**config.mk**
```make
export PLATFORM = sky130hd
export DESIGN_NAME = carregador_hd_mi
export DESIGN_NICKNAME = d
export VERILOG_FILES = /design/src/rtl/pkg_so.sv /design/src/rtl/gerador_endereco_hd.sv /design/src/rtl/carregador_hd_mi.sv
export SDC_FILE = /design/constraint.sdc
export NUM_CORES = 1
export LEC_CHECK = 0
export ABC_AREA = 1
export CAP_MARGIN = 20
export CORE_MARGIN = 2
export CORE_UTILIZATION = 44
export DETAILED_ROUTE_END_ITERATION = 8
export PLACE_DENSITY_LB_ADDON = 0.12
export SLEW_MARGIN = 20
export SYNTH_ARGS = -nofsm -noshare
export SYNTH_HDL_FRONTEND = slang
export SYNTH_SLANG_ARGS = --single-unit
export TNS_END_PERCENT = 10
```
**constraint.sdc**
```tcl
create_clock -name clk -period 5.4 [get_ports clk]
set_clock_uncertainty 0.05 [all_clocks]
set_input_delay 1.08 -clock clk [delete_from_list [all_inputs] [get_ports clk]]
set_output_delay 1.08 -clock clk [all_outputs]
set_load 0.02 [all_outputs]
```
**src/rtl/pkg_so.sv**
```systemverilog
// pkg_so: shared OS-level loader states and HD/MI constants
package pkg_so;
    typedef enum logic [1:0] {OCIOSO, ENDERECA, ESCREVE, FIM} estado_carregador_t;
    localparam int TAM_MI = 64;
    localparam int NUM_SETORES = 64;
    localparam int LAT_HD_SO = 1;
endpackage

```
**src/rtl/gerador_endereco_hd.sv**
```systemverilog
// gerador_endereco_hd: loadable track/sector counter with sector-to-track carry
module gerador_endereco_hd
    import pkg_so::*;
#(
    parameter int LARG_SETOR = 6,
    parameter int LARG_TRILHA = 4
) (
    input  logic                   clk,
    input  logic                   reset,
    input  logic                   carrega,
    input  logic                   incrementa,
    input  logic [LARG_TRILHA-1:0] trilha_ini,
    input  logic [LARG_SETOR-1:0]  setor_ini,
    output logic [LARG_TRILHA-1:0] trilha,
    output logic [LARG_SETOR-1:0]  setor
);
    logic ultimo;
    assign ultimo = setor == LARG_SETOR'(NUM_SETORES - 1);
    always_ff @(posedge clk or posedge reset)
        if (reset) begin
            trilha <= '0;
            setor  <= '0;
        end else if (carrega) begin
            trilha <= trilha_ini;
            setor  <= setor_ini;
        end else if (incrementa) begin
            setor  <= ultimo ? '0 : setor + 1'b1;
            trilha <= ultimo ? trilha + 1'b1 : trilha;
        end
endmodule

```
**src/rtl/carregador_hd_mi.sv**
```systemverilog
// carregador_hd_mi: copies a block of HD words into instruction memory
module carregador_hd_mi
    import pkg_so::*;
#(
    parameter int LARG_DADO = 32,
    parameter int LARG_END_MI = 6,
    parameter int LARG_SETOR = 6,
    parameter int LARG_TRILHA = 4,
    parameter int LAT_HD = LAT_HD_SO
) (
    input  logic                   clk,
    input  logic                   reset,
    input  logic                   inicia,
    input  logic [LARG_TRILHA-1:0] trilha_orig,
    input  logic [LARG_SETOR-1:0]  setor_orig,
    input  logic [LARG_END_MI-1:0] end_dest,
    input  logic [LARG_END_MI:0]   num_palavras,
    output logic [LARG_TRILHA-1:0] hd_trilha,
    output logic [LARG_SETOR-1:0]  hd_setor,
    input  logic [LARG_DADO-1:0]   hd_dado,
    output logic                   mi_hab_esc,
    output logic [LARG_END_MI-1:0] mi_ender,
    output logic [LARG_DADO-1:0]   mi_dado,
    output logic                   ocupado,
    output logic                   concluido,
    output logic                   erro
);
    localparam int LARG_LAT = LAT_HD > 1 ? $clog2(LAT_HD) : 1;
    localparam int LARG_CONT = LARG_END_MI + 1;
    estado_carregador_t estado;
    logic [LARG_LAT-1:0] lat;
    logic [LARG_CONT-1:0] restante;
    logic direto, rejeita, vazio, aceita, lat_fim;
    assign rejeita = num_palavras > LARG_CONT'(TAM_MI)
                  || ({1'b0, end_dest} + num_palavras) > LARG_CONT'(TAM_MI);
    assign vazio = num_palavras == '0;
    assign aceita = estado == OCIOSO && inicia;
    assign lat_fim = lat == LARG_LAT'(LAT_HD - 1);
    assign ocupado = estado == ENDERECA || estado == ESCREVE;
    assign mi_hab_esc = estado == ESCREVE;
    assign mi_dado = hd_dado;
    gerador_endereco_hd #(.LARG_SETOR(LARG_SETOR), .LARG_TRILHA(LARG_TRILHA)) u_gerador (
        .clk(clk),
        .reset(reset),
        .carrega(aceita),
        .incrementa(estado == ESCREVE),
        .trilha_ini(trilha_orig),
        .setor_ini(setor_orig),
        .trilha(hd_trilha),
        .setor(hd_setor)
    );
    always_ff @(posedge clk or posedge reset)
        if (reset) begin
            estado    <= OCIOSO;
            lat       <= '0;
            restante  <= '0;
            mi_ender  <= '0;
            erro      <= 1'b0;
            concluido <= 1'b0;
            direto    <= 1'b0;
        end else begin
            concluido <= (estado == ESCREVE && restante == LARG_CONT'(1)) || (estado == FIM && direto);
            case (estado)
                OCIOSO: if (inicia) begin
                    mi_ender <= end_dest;
                    restante <= num_palavras;
                    lat      <= '0;
                    erro     <= rejeita;
                    direto   <= rejeita || vazio;
                    estado   <= (rejeita || vazio) ? FIM : ENDERECA;
                end
                ENDERECA: begin
                    lat    <= lat_fim ? '0 : lat + 1'b1;
                    estado <= lat_fim ? ESCREVE : ENDERECA;
                end
                ESCREVE: begin
                    mi_ender <= mi_ender + 1'b1;
                    restante <= restante - 1'b1;
                    estado   <= restante == LARG_CONT'(1) ? FIM : ENDERECA;
                end
                FIM: estado <= OCIOSO;
            endcase
        end
endmodule

```
==> results.cfg, run 1 <==
[routing]
drc = 0
wl_per_cell_um = 12.65
viasPerCell = 5.030
drtAntennaViolNets = 0
drt-initial-drc-count = 66
vias = 1851
drt_first_pass_iters = 4
wirelength_mm = 4.654

[clock_tree]
clk_latency_ns = 0.28
ctsRootBufferMaster = clkbuf_8
cts_sinks = 28
cts_buffers = 3
tritoncts = built
path_clk_slew_ns = 0.10
cts_resized = 0
clock_path_buffers = 2
cts_setup_buffers = 0
h-tree-depth = 1
holdBufCountCts = 0

[timing]
relSlewSlack_pct = 40.81
setup_viol = 0
final_hold_viol_count = 0
period_minus_slack_ns = 3.428
rsz0062_at_grt = false
drv_slew = 0
finalSetupTns_ns = 0
worst_pin_slew_ns = 0.8879
fmax_mhz = 291.7
period_share_pct = 63.49
hold_ws_ns = 0.4356

[global_routing]
grt_first_pass_wirelength_mm = 7.355
antenna_found_initial = 0
grt_usage_pct = 17.20
grt_pass1_vias = 1639
grt_max_degree = 29
overflow = 0

[worst_setup_path]
slowest_stage = clkdlybuf4s50_1
crit_end = mi_hab_esc
critPathMaxStageDelay_ns = 0.76
r2r_slack_ns = 2.59
end_kind = output pin
critical_path.startpoint = estado[0]$_DFFE_PP0P_
path_buf_inv = 2
worstSetupPathDepth = 3
critPathArrivalTime_ns = 2.30
start_kind = flip-flop
required_ns = 4.27
critical_path.reg2reg.startpoint = estado[0]$_DFFE_PP0P_
path_max_fanout = 24
critical_path.top_delay_family = buffers and inverters
worst_r2r_path_depth = 8
path_class = reg -> out
r2r-end = mi_ender[5]$_DFFE_PP0P_
path_cells = inv_1 > ha_1 > clkdlybuf4s50_1

[placement]
dpl.cell_count = 364
io_buffers = 45
hpwl_mm = 3.505
gp_congestion = 0.8555

[synth]
syn_area_mm2 = 0.002176
netlist_top_cells_count = nand2_1, buf_4, inv_1
yosysSeqAreaShare_pct = 32.20
yosysTopAreaCell = dfrtp_1
netlist.area_leader.share_pct = 32.20
yosys_warnings = 0
synthFlopType = dfrtp_1
synth-seq-cells = 28
avgSynthCellArea_um2 = 7.529
synth_edf_count = 0
yosysUniqueCellTypes = 35
yosys-top-cells-area = dfrtp_1, nand2_1, buf_4
async_reset_ff_share_pct = 100.0
synth_nets = 363
syn_inst = 289
yosysMostFrequentCell = nand2_1

[floorplan]
die-area_mm2 = 0.005523
die_x_um = 74.32
die-height_um = 74.32
initial_core_util_pct = 45.76
placementRows = 25
pin_count = 110
fp.coreArea_mm2 = 0.004755

[status]
status = finished clean

[cells_and_area]
diodes = 0
drive_above_1_share_pct = 5.316
area_delta_synth_final_pct = 15.81
layout.nets = 376
final_cells = 368

[pwr]
power_mw = 0.4653
power_density_mw_per_mm2 = 184.6
max-vdd-ir-drop_uv = 146.9
leakage_nw = 1.184

[run]
max_cap_violations = 0

[hold_path]
hold_path.class = reg -> reg
[worst register-to-register path, stage by stage (launching register included)]
cell and delay [ns]:
dfrtp_1 0.42, inv_1 0.09, ha_1 0.74, inv_2 0.36
o21ai_4 0.51, inv_2 0.21, a21oi_1 0.16, o2bb2ai_1 0.12
inv_1 0.05
[cells by family after synthesis]
logic type	after synthesis	synth area share, %
AO/OA/AOI/OAI	51	14.09
XOR/XNOR	7	2.818
adder cells (fa/ha/maj)	16	9.546
buffers and inverters	71	18.06
flip-flops	28	32.20
multiplexers	1	0.5175
AND/OR/NAND/NOR	115	22.77
[cell type report]
type	count	area (um2)
fill	492	2235
inverter	33	123.9
tap	67	83.83
sequential	28	700.7
clock inverter	1	30.03
multi-input combinational	190	1082
clock buffer	3	41.29
timing repair buffer	46	457.9
[metal layers]
metal  track usage, %  vias up  share of wire, %
met5                0        -                 0
met4            4.167        0              0.73
met3            3.794        4               6.9
met2            29.07       66                46
met1            22.57      842                46
li1                 -      939                 -
[flip-flops by register name (all words and copies together), names as in the netlist]
register	count
restante	7
estado	2
u_gerador.setor	6
direto	1
u_gerador.trilha	4
erro	1
concluido	1
mi_ender	6
[metrics by stage]
stage	utilization [%]	setup WS [ns]	instance area (um2)
2_1_floorplan	-	2.919	2176
3_3_place_gp	51.50	2.300	2449
3_5_place_dp	51.50	2.237	2449
4_1_cts	53.00	1.956	2520
5_1_grt	53.00	1.795	2520
6_report	53.00	1.972	2520
[worst min path at each step]
stage	slack, ns	end	start	cells past startpoint
CTS	0.44	erro$_DFFE_PP0P_	erro$_DFFE_PP0P_	2
finish	0.44	erro$_DFFE_PP0P_	erro$_DFFE_PP0P_	2
global placement	0.41	erro$_DFFE_PP0P_	erro$_DFFE_PP0P_	2
floorplan	0.40	concluido$_DFF_PP0_	direto$_DFFE_PP0P_	2
global route	0.48	restante[5]$_DFFE_PP0P_	restante[5]$_DFFE_PP0P_	1
detailed placement	0.42	erro$_DFFE_PP0P_	erro$_DFFE_PP0P_	2
[where the power goes]
group          leakage, nW  total [mW]  internal (mW)  switching (mW)
logic                0.806      0.0747         0.0375          0.0371
clock network       0.0357       0.171         0.0995          0.0720
registers            0.342       0.219          0.214         0.00530
[layout by cell type, fill, tap and decap left out, drive strengths merged, types with 3 or more instances in the layout]
cell type      count
nand3             20
dfrtp             28
nor2              15
clkbuf             3
nand4              4
nand2             70
xor2               5
a22oi              3
o21ai             22
inv               33
ha                15
clkdlybuf4s50     45
a21oi             15
No activity file was read; power rests on OpenSTA's default activity.
==> run 2: changes to the inputs <==
--- a/config.mk
+++ b/config.mk
@@ -8,7 +8,7 @@
 export ABC_AREA = 1
 export CAP_MARGIN = 20
 export CORE_MARGIN = 2
-export CORE_UTILIZATION = 44
+export CORE_UTILIZATION = 41
 export DETAILED_ROUTE_END_ITERATION = 8
 export PLACE_DENSITY_LB_ADDON = 0.12
 export SLEW_MARGIN = 20
==> constraint.sdc (replaced) <==
create_clock -name clk -period 3.3 [get_ports clk]
set_clock_uncertainty 0.05 [all_clocks]
set_input_delay 0.66 -clock clk [delete_from_list [all_inputs] [get_ports clk]]
set_output_delay 0.66 -clock clk [all_outputs]
set_load 0.02 [all_outputs]
==> run 2 against run 1 <==
Net effect: clock-buffer cell count increased by 1; worst setup slack worse by 1.1 ns; cell area about the same; sequential share of layout area barely moved; flip-flop and latch count unchanged; critical path depth is 11 higher; non-clock buffer count is 2 higher; first-iteration DRC count grew 29%; critical path type is now in -> reg; critical endpoint is now estado[1]$_DFFE_PP0P_.
==> results.cfg, run 2 (synthesized netlist as in run 1, its figures left out) <==
[status]
status = finished clean

[cells_and_area]
utilization_pct = 49.39
multi_input_area_mm2 = 0.001082
final_common_cell = nand2_1
final_cells = 373
diodes = 0
layout_common_cells = nand2_1, clkdlybuf4s50_1, inv_1
drive_above_1_share_pct = 5.941
largest_reg_flops = 7
layout.nets = 378
top_regs = restante (7), mi_ender (6), u_gerador.setor (6)
area_delta_synth_final_pct = 15.93
fillers = 516
regArea_um2 = 700.7
top_register = restante
finalInstanceArea_mm2 = 0.002522

[worst_setup_path]
worst_r2r_path_depth = 8
end_kind = flip-flop
path_max_fanout = 3
crit_top_cell = nand2_1
required_ns = 3.42
start_kind = input pin
path_cells = clkdlybuf4s50_1 > ha_1 > inv_1 > fa_1 > inv_1 > nand2_1 > a21oi_1 > nand3_1 > nor2_1 > nand2_1 > nand2_1 > nand3_1 > nand2_1 > nand2_1
critical_path.top_delay_family = buffers and inverters
path_buf_inv = 3
critPathArrivalTime_ns = 2.55
worstSetupPathDepth = 14
path_class = in -> reg
slowest_stage = clkdlybuf4s50_1
critPathMaxStageDelay_ns = 0.50

[placement]
dpl_cell_area_mm2 = 0.002467
gp_congestion = 0.8089
place_ws_ns = 0.5722
io_buffers = 45
hpwl_mm = 3.469
dpl.cell_count = 369

[pwr]
internal_power_mw = 0.5183
max-vdd-ir-drop_uv = 148.4
power_density_mw_per_mm2 = 275.8
comb_power_share_pct = 17.5
power.share.clock_pct = 30.9
power_mw = 0.6958
p_sw_share_pct = 25.50
leakage_nw = 1.185
p_switching_mw = 0.1775
pwr-share-seq_pct = 51.5

[routing]
wirelength_mm = 4.582
drc = 0
vias = 1856
viasPerCell = 4.976
wl_per_cell_um = 12.28
drt_first_pass_iters = 4
drtAntennaViolNets = 0
drt-initial-drc-count = 85

[timing]
rsz0062_at_grt = false
relSlewSlack_pct = 66.55
final_hold_viol_count = 0
period_share_pct = 73.68
hold_ws_ns = 0.4419
fmax_mhz = 411.3
period_minus_slack_ns = 2.431
drv_slew = 0
worst_pin_slew_ns = 0.4999
finalWorstSetupSlack_ns = 0.8686
setup_viol = 0
finalSetupTns_ns = 0

[clock_tree]
clock_path_buffers = 2
clk_latency_ns = 0.27
cts_sinks = 28
path_clk_slew_ns = 0.10
h-tree-depth = 1
holdBufCountCts = 0
cts_resized = 0
ctsRootBufferMaster = clkbuf_8
cts_setup_buffers = 0
tritoncts = built
cts_buffers = 3

[floorplan]
die_x_um = 76.85
placementRows = 26
initial_core_util_pct = 42.60
pin_count = 110
die-area_mm2 = 0.005906
fp.coreArea_mm2 = 0.005107
die-height_um = 76.85

[global_routing]
grt_first_pass_wirelength_mm = 7.900
overflow = 0
grt_pass1_vias = 1755
antenna_found_initial = 0
grt_max_degree = 29
grt_usage_pct = 16.22

[hold_path]
hold_depth = 2
hold_path.class = reg -> reg

[run]
max_cap_violations = 0
## run 2: worst paths after layout
kind,start,to,slack [ns]
worst max-delay path,num_palavras[0],estado[1]$_DFFE_PP0P_,0.87
worst min-delay path,erro$_DFFE_PP0P_,erro$_DFFE_PP0P_,0.44
worst max register to register,estado[0]$_DFFE_PP0P_,mi_ender[5]$_DFFE_PP0P_,1.25
worst min register to register,erro$_DFFE_PP0P_,erro$_DFFE_PP0P_,0.44
max in group asynchronous,reset,restante[2]$_DFFE_PP0P_,2.23
min in group asynchronous,reset,u_gerador.setor[5]$_DFFE_PP0P_,0.70
## run 2: power by group through the flow
stage	logic [mW]	registers [mW]	clock network, mW
after floorplan	0.109	0.372	0
after global placement	0.122	0.365	0
after detailed placement	0.123	0.365	0
after CTS	0.123	0.359	0.225
after global routing	0.138	0.360	0.235
final	0.122	0.359	0.215
## run 2: cell type report
type                            count  area share, %
Sequential cell                    28          27.78
Tap cell                           70          3.472
Timing Repair Buffer               48          18.75
Multi-Input combinational cell    190          42.91
Inverter                           33          4.911
Clock buffer                        4          2.183
## run 2: worst register-to-register path, cell delays in order (launching register included)
cell	delay [ns]
dfrtp_1	0.42
inv_1	0.09
ha_1	0.20
inv_2	0.17
o21ai_4	0.46
inv_2	0.22
a21oi_1	0.17
o2bb2ai_1	0.13
inv_1	0.05
## run 2: routing by layer
metal	up-vias	GRT usage (%)	wire length (um)
met4	0	5.455	43
met5	-	0	0
met1	847	21.44	2147
met3	6	2.588	269
li1	942	-	-
met2	61	26.93	2121
==> run 3: changes to the inputs <==
--- a/config.mk
+++ b/config.mk
@@ -8,7 +8,7 @@
 export ABC_AREA = 1
 export CAP_MARGIN = 20
 export CORE_MARGIN = 2
-export CORE_UTILIZATION = 41
+export CORE_UTILIZATION = 37
 export DETAILED_ROUTE_END_ITERATION = 8
 export PLACE_DENSITY_LB_ADDON = 0.12
 export SLEW_MARGIN = 20
==> constraint.sdc (replaced) <==
create_clock -name clk -period 2.2 [get_ports clk]
set_clock_uncertainty 0.05 [all_clocks]
set_input_delay 0.44 -clock clk [delete_from_list [all_inputs] [get_ports clk]]
set_output_delay 0.44 -clock clk [all_outputs]
set_load 0.02 [all_outputs]
==> run 3 against run 2 <==
Net effect: hold slack got worse by 0.0014 ns; worst setup slack got worse by 0.65 ns; sequential power rose by 50%; via count rose by 4.0%; cell count rose by 4.0%; die area rose by 10%; non-clock buffer count rose by 13; cell area rose by 5.4%; critical path type unchanged; largest power group unchanged.
==> results.cfg, run 3 (synthesized netlist as in run 1, its figures left out) <==
[timing]
relSlewSlack_pct = 73.98
setup_viol = 0
period_share_pct = 89.89
worst_pin_slew_ns = 0.3867
period_minus_slack_ns = 1.978
hold_ws_ns = 0.4405
final_hold_viol_count = 0
drv_slew = 0
rsz0062_at_grt = false
fmax_mhz = 505.7

[floorplan]
pin_count = 110
die-area_mm2 = 0.006510
placementRows = 27
die_x_um = 80.69
initial_core_util_pct = 38.80
die-height_um = 80.69
fp.coreArea_mm2 = 0.005608

[placement]
dpl_cell_area_mm2 = 0.002567
dpl.cell_count = 384
hpwl_mm = 3.910
gp_congestion = 0.8509
io_buffers = 45

[worst_setup_path]
critPathArrivalTime_ns = 2.10
path_max_fanout = 5
slowest_stage = clkdlybuf4s50_1
required_ns = 2.32
start_kind = input pin
crit_top_cell = nand2_1
path_class = in -> reg
end_kind = flip-flop
critPathMaxStageDelay_ns = 0.45
path_cells = clkdlybuf4s50_1 > ha_1 > a21oi_1 > nand2_1 > nand2_1 > nand2_1 > nor2_1 > nand2_1 > nand2_1 > nand3_1 > nand2_1 > nand2_1

[global_routing]
grt_usage_pct = 16.24
grt_pass1_vias = 1785
overflow = 0
grt_max_degree = 29
grt_first_pass_wirelength_mm = 8.245
antenna_found_initial = 0

[cells_and_area]
area_delta_synth_final_pct = 22.20
layout_common_cells = nand2_1, clkdlybuf4s50_1, inv_1, dfrtp_1, nand3_1
diodes = 0
top_regs = restante (7), mi_ender (6), u_gerador.setor (6)
largest_reg_flops = 7
layout.nets = 391
final_cells = 388
final_common_cell = nand2_1
finalInstanceArea_mm2 = 0.002659
drive_above_1_share_pct = 11.08
top_register = restante

[routing]
viasPerCell = 4.974
drt_first_pass_iters = 4
wl_per_cell_um = 12.84
wirelength_mm = 4.981
vias = 1930
drtAntennaViolNets = 0
drc = 0
drt-initial-drc-count = 86

[status]
status = finished clean

[clock_tree]
h-tree-depth = 1
clk_latency_ns = 0.28
tritoncts = built
clock_path_buffers = 2
ctsRootBufferMaster = clkbuf_8
cts_buffers = 3
path_clk_slew_ns = 0.09
cts_sinks = 28

[hold_path]
hold_path.class = reg -> reg

[run]
max_cap_violations = 0

[pwr]
power_mw = 1.144
leakage_nw = 1.287
max-vdd-ir-drop_uv = 264.9
power_density_mw_per_mm2 = 430.3
[run 3: cell types whose count changed in the layout (fill, tap and decap cells not counted), sizes merged]
| cell | delta |
|---|---|
| buf | +13 |
| bufinv | +1 |
| dlymetal6s2s | +5 |
| dlygate4sd2 | +1 |
| clkdlybuf4s50 | -6 |
| clkbuf | -1 |
[run 3: final cells by class]
class,instances,area (um2)
clock inverters,1,30.03
fillers,579,2949
flip-flops and latches,28,700.7
multi-input cells,190,1091
well taps,72,90.09
clock buffers,3,41.29
repair buffers,61,581.8
inverters,33,123.9
[run 3: layer usage]
metal / wire length (um) / share of wire, % / vias up / track usage [%]
met4: 68 / 1.4 / 0 / 5.424
met1: 2285 / 46 / 879 / 20.71
met2: 2327 / 47 / 65 / 27.83
li1: - / - / 977 / -
met3: 300 / 6.0 / 9 / 2.584
met5: 0 / 0 / - / 0
[run 3: final timing paths]
path / start / end / slack [ns] / depth (start not counted)
setup / recovery: end_dest[3] / estado[1]$_DFFE_PP0P_ / 0.22 / 12
hold / removal: direto$_DFFE_PP0P_ / concluido$_DFF_PP0_ / 0.44 / 2
setup reg to reg: estado[0]$_DFFE_PP0P_ / restante[4]$_DFFE_PP0P_ / 0.35 / 9
hold reg to reg: direto$_DFFE_PP0P_ / concluido$_DFF_PP0_ / 0.44 / 2
max in group asynchronous: reset / u_gerador.trilha[1]$_DFFE_PP0P_ / 1.35 / 3
min in group asynchronous: reset / restante[3]$_DFFE_PP0P_ / 0.49 / 3
[run 3: report_power, final]
part	switching (mW)	leakage, nW	internal [mW]
combinational	0.0966	0.909	0.102
sequential	0.0131	0.342	0.525
clock	0.164	0.0357	0.244
total	0.273	1.29	0.871
[run 3: what timing repair did]
action / 4_1_cts / 5_1_grt
setup buffers: 0 / 0
setup endpoints to repair: 3 / 4
pin swaps: 0 / 2
hold buffers: 0 / 0
gates resized for setup: 1 / 9
[run 3: through the flow]
stage	setup WS, ns	TNS (ns)	util, %
2_1_floorplan	0.3588	0	-
3_3_place_gp	-0.2529	-0.7030	45.78
3_5_place_dp	-0.3033	-0.8488	45.78
4_1_cts	-0.007175	-0.01292	47.03
5_1_grt	0.1039	0	47.41
6_report	0.2224	0	47.41
[run 3: worst max-delay path: cells and delay by family]
kind | cells | cell delay (ns)
adder cells (fa/ha/maj) | 1 | 0.37
AND/OR/NAND/NOR | 9 | 0.63
buffers and inverters | 1 | 0.45
AO/OA/AOI/OAI | 1 | 0.20
